===== src/rtl/cpu_pkg.sv =====
// cpu_pkg: shared widths, reset PC, fetch FSM states and fetch entry type
package cpu_pkg;
  localparam int ADDR_W = 10;
  localparam int INSTR_W = 16;
  localparam logic [ADDR_W-1:0] RESET_PC = 10'h000;
  localparam logic [1:0] FIFO_DEPTH = 2'd2;
  typedef enum logic [1:0] {F_IDLE, F_WAIT, F_DROP} fetch_state_t;
  typedef struct packed {
    logic [ADDR_W-1:0]  pc;
    logic [INSTR_W-1:0] instr;
  } fetch_entry_t;
endpackage


===== src/rtl/instr_fifo.sv =====
// instr_fifo: two-entry shift FIFO of fetch entries; flush overrides push and pop
module instr_fifo
  import cpu_pkg::*;
(
  input  logic         clk,
  input  logic         rst_n,
  input  logic         push,
  input  logic         pop,
  input  logic         flush,
  input  fetch_entry_t din,
  output logic [1:0]   count,
  output fetch_entry_t head,
  output logic         valid
);
  fetch_entry_t r_mem [2];
  logic [1:0] r_count;
  logic w_pop;
  logic w_slot;
  assign w_pop = pop && r_count != 2'd0;
  assign w_slot = r_count[1] | (r_count[0] & !w_pop);
  // shift out the head on pop, then write the new entry into the first free slot
  always_ff @(posedge clk or negedge rst_n) begin
    if (!rst_n) begin
      r_mem[0] <= '0;
      r_mem[1] <= '0;
      r_count <= 2'd0;
    end else if (flush) begin
      r_count <= 2'd0;
    end else begin
      if (w_pop) r_mem[0] <= r_mem[1];
      if (push) r_mem[w_slot] <= din;
      r_count <= r_count + {1'b0, push} - {1'b0, w_pop};
    end
  end
  assign count = r_count;
  assign head = r_mem[0];
  assign valid = r_count != 2'd0;
endmodule


===== src/rtl/instruction_fetch.sv =====
// instruction_fetch: PC owner, single-outstanding program-memory reader and prefetch buffer
module instruction_fetch
  import cpu_pkg::*;
(
  input  logic               clk,
  input  logic               rst_n,
  output logic               pmem_req,
  output logic [ADDR_W-1:0]  pmem_addr,
  input  logic               pmem_ack,
  input  logic [INSTR_W-1:0] pmem_rdata,
  output logic               instr_valid,
  output logic [INSTR_W-1:0] instr,
  output logic [ADDR_W-1:0]  instr_pc,
  input  logic               instr_ready,
  input  logic               jump_en,
  input  logic [ADDR_W-1:0]  jump_addr,
  input  logic               halt
);
  fetch_state_t r_state;
  logic [ADDR_W-1:0] r_pc;
  logic [ADDR_W-1:0] r_addr;
  logic r_req;
  logic [1:0] w_count;
  logic [1:0] w_count_next;
  logic w_push;
  logic w_pop;
  logic w_can;
  fetch_entry_t w_head;
  assign w_push = r_state == F_WAIT && pmem_ack && !jump_en;
  assign w_pop = instr_valid && instr_ready && !jump_en;
  assign w_count_next = jump_en ? 2'd0 : w_count + {1'b0, w_push} - {1'b0, w_pop};
  assign w_can = !halt && w_count_next < FIFO_DEPTH;
  instr_fifo u_fifo (
    .clk   (clk),
    .rst_n (rst_n),
    .push  (w_push),
    .pop   (w_pop),
    .flush (jump_en),
    .din   ({r_addr, pmem_rdata}),
    .count (w_count),
    .head  (w_head),
    .valid (instr_valid)
  );
  // sequencer: a read still in flight at a redirect is drained in F_DROP; otherwise the target issues at once
  always_ff @(posedge clk or negedge rst_n) begin
    if (!rst_n) begin
      r_state <= F_IDLE;
      r_pc <= RESET_PC;
      r_addr <= RESET_PC;
      r_req <= 1'b0;
    end else if (jump_en && r_state != F_IDLE && !pmem_ack) begin
      r_pc <= jump_addr;
      r_state <= F_DROP;
    end else if (jump_en) begin
      r_pc <= halt ? jump_addr : jump_addr + 1'b1;
      r_addr <= halt ? r_addr : jump_addr;
      r_req <= !halt;
      r_state <= halt ? F_IDLE : F_WAIT;
    end else if (r_state == F_IDLE || pmem_ack) begin
      r_addr <= w_can ? r_pc : r_addr;
      r_pc <= w_can ? r_pc + 1'b1 : r_pc;
      r_req <= w_can;
      r_state <= w_can ? F_WAIT : F_IDLE;
    end
  end
  assign pmem_req = r_req;
  assign pmem_addr = r_addr;
  assign instr = w_head.instr;
  assign instr_pc = w_head.pc;
  // the issue rule only lets a read start when its result will have room
  assert property (@(posedge clk) disable iff (!rst_n) !(w_push && w_count == FIFO_DEPTH));
endmodule

===== config.mk =====
export PLATFORM = sky130hd
export DESIGN_NAME = instruction_fetch
export DESIGN_NICKNAME = d
export VERILOG_FILES = /design/src/rtl/cpu_pkg.sv /design/src/rtl/instr_fifo.sv /design/src/rtl/instruction_fetch.sv
export SDC_FILE = /design/constraint.sdc
export NUM_CORES = 1
export LEC_CHECK = 0
export BUFFER_PORTS_ARGS = -buffer_cell sky130_fd_sc_hd__buf_2
export CORE_MARGIN = 2
export CORE_UTILIZATION = 50
export DETAILED_ROUTE_END_ITERATION = 10
export PLACE_DENSITY = 0.73
export SYNTH_ARGS = -nofsm -noshare
export SYNTH_HDL_FRONTEND = slang
export SYNTH_SLANG_ARGS = --single-unit

===== constraint.sdc =====
create_clock -name clk -period 4 [get_ports clk]
set_input_delay 0.4 -clock clk [delete_from_list [all_inputs] [get_ports clk]]
set_output_delay 0.4 -clock clk [all_outputs]
set_load 0.02 [all_outputs]

==> metrics.txt <==
CP bufs+invs=0; R2R Setup Slk=1.27 ns; Crit. path cell count=7; Num Clock Sinks=77; fraction of registers with async set/reset=100%; max_slew headroom=29.9%; sequential-to-total area share from yosys stat=49.0%; synthesized area per cell=10.1 um^2; area grow syn2layout=11.0%; Final Net Count=465; Slew @ Worst Pin=1.05 ns; # diodes=0; fmax=366 MHz; # H-tree levels=3; cells along the critical path=and4bb_2, ha_1, nor4bb_1, a21oi_2, xnor2_1, a211o_1, mux2_1; DIE HEIGHT=92.7 um; Die ar.=0.00860 mm^2; total track usage=20.2%; initial DRC count=168; GRT overflow=0; EDFF count, synth=0; Clk Latency, worst-skew pair=0.35 ns; Final TNS setup=0 ns; DR WL/cell=15.3 um; Crit. Startpoint=r_state[1]; wire length of the first global-routing pass=13500 um; CP max FO=12; Primary FF master, synth=dfrtp_1; CP required=4.23 ns; RSZ-0062 raised after global routing=no; layout cells sized above 1=24.7%; Place WS=1.16 ns; CTS tree=done; PwrDens=614 mW/mm^2; hold_buf cts=0; Final Wtd Congestion=0.864; max-cap violations=0; commonest non-fill, non-tap cell in the layout=dfrtp_1; Final setup viols=0; cell taking the most area after synthesis=dfrtp_1; Yosys warning count=0; status=finished, final reports clean; skew final=0.0126 ns; DR vias/cell=5.44; ANT nets after route=0; DIE WIDTH=92.7 um; # IOs=70; Root Driver=clkbuf_8; CTS clk-pin slew, worst paths=0.08 ns; RR Endpoint=pmem_addr[6]; most frequent cells in the layout=dfrtp_1 (77), buf_2 (68), nor2_1 (59); routed wire length=8220 um; via count=2916; PostCTS Resize Cnt=0; type of origin of the critical path=register; hpwl dp=5690 um; Syn Std Cell Area=0.00394 mm^2; final critical-path share of the clock period=68.2%; Pre-antenna DRT Iters=4; delay-heaviest family, CP=simple AND/OR/NAND/NOR gates; postcts setup bufs=0; top cell type's share of synthesized area=49.0%; LEAKAGE=2.00 nW; vias in the first global route=2685; Tot Pwr=2.68 mW; Site Rows=32; drt drc=0; final hold violation count=0; critical path class=register to register; I/O Buffers=69; peak supply drop=0.251 mV; nature of the critical path endpoint=register; Slew Limit Fails=0; fin crit period=2.73 ns; synth top area cells=dfrtp_1 (49%), mux2_1 (8.3%), nor3_1 (7.0%); largest net degree at the start of global routing=78; Cell variety after synth=43; TritonCTS Buffers=9; Worst EP arrival=2.96 ns; crit path capture=pmem_addr[6]; HP Class=primary input to asynchronous set/reset pin; Bufs on Longest Clock Path=2; synthesized flop and latch total=77; peak per-stage delay on the critical path=0.50 ns; slowest CP cell=a211o_1; Reg2Reg Launch Point=r_state[1]; worst reg-to-reg path cell count=7; Mapped Cells=390; initial antenna violation count=0; syn nets=426; Core ar.=0.00769 mm^2; Setup WS post-layout=1.27 ns; Initial Utilization=51.2%
[routing by layer]
| metal | vias up | global-route usage, % | part of all wire [%] |
|---|---|---|---|
| li1 | 1406 | - | - |
| met1 | 1420 | 28.0 | 46 |
| met2 | 79 | 31.7 | 47 |
| met3 | 11 | 4.48 | 5.4 |
| met4 | 0 | 6.62 | 1.4 |
| met5 | - | 0 | 0 |
[worst min-delay path by stage]
stage | startpoint | to | slack (ns) | depth (start not counted)
2_1_floorplan | rst_n | asynchronous set/reset pin | 0.10 | 0
3_3_place_gp | register | register | 0.47 | 1
3_5_place_dp | register | register | 0.48 | 1
4_1_cts | rst_n | u_fifo.head[4] | 0.24 | 1
5_1_grt | pmem_ack | r_state[1] | 0.25 | 2
6_report | rst_n | u_fifo.head[4] | 0.19 | 1
[through the flow]
step / utilization (%) / hold slack [ns] / area [um^2] / instances
after floorplan: - / 0.104 / 3940 / 390
after global placement: 54.2 / 0.468 / 4170 / 520
after detailed placement: 54.2 / 0.476 / 4170 / 520
after CTS: 56.8 / 0.238 / 4370 / 536
after global routing: 56.8 / 0.249 / 4370 / 536
final: 56.8 / 0.191 / 4370 / 536
[Yosys cell counts, types with 2 or more instances]
library cell and n:
a21oi_1 3, a21oi_2 2, buf_2 6, buf_4 26, clkbuf_1 12, dfrtp_1 77, ha_1 4, inv_1 5
mux2_1 29, mux2_2 13, mux2i_1 5, nand2_1 21, nand2b_1 5, nand3_1 8, nand3b_1 2, nand4_1 2
nor2_1 59, nor2b_1 2, nor3_1 55, nor3b_1 2, nor4_1 6, nor4b_1 3, nor4bb_1 2, o211ai_1 2
o21ai_0 2, o21ai_1 2, o31a_1 8, xnor2_1 7, xor2_1 6
[layout make-up]
type | count | area, um^2
Clock buffer | 10 | 128
Clock inverter | 6 | 70.1
Fill cell | 692 | 3320
Inverter | 6 | 22.5
Multi-Input combinational cell | 262 | 1710
Sequential cell | 77 | 1930
Tap cell | 102 | 128
Timing Repair Buffer | 73 | 378
[report_power, final]
| part | switching [mW] | internal (mW) | leakage [nW] |
|---|---|---|---|
| Combinational | 0.501 | 0.351 | 0.961 |
| Sequential | 0.170 | 1.06 | 0.951 |
| Clock | 0.303 | 0.293 | 0.0895 |
| Total | 0.974 | 1.71 | 2.00 |
[cells by family after synthesis]
logic type / synth area share [%]
fa+ha+maj: 1.27
buf+inv: 7.54
compound gates: 4.90
mux: 13.6
flops: 49.0
simple gates: 20.8
xor+xnor: 2.89
(Power assumes the default switching activity.)
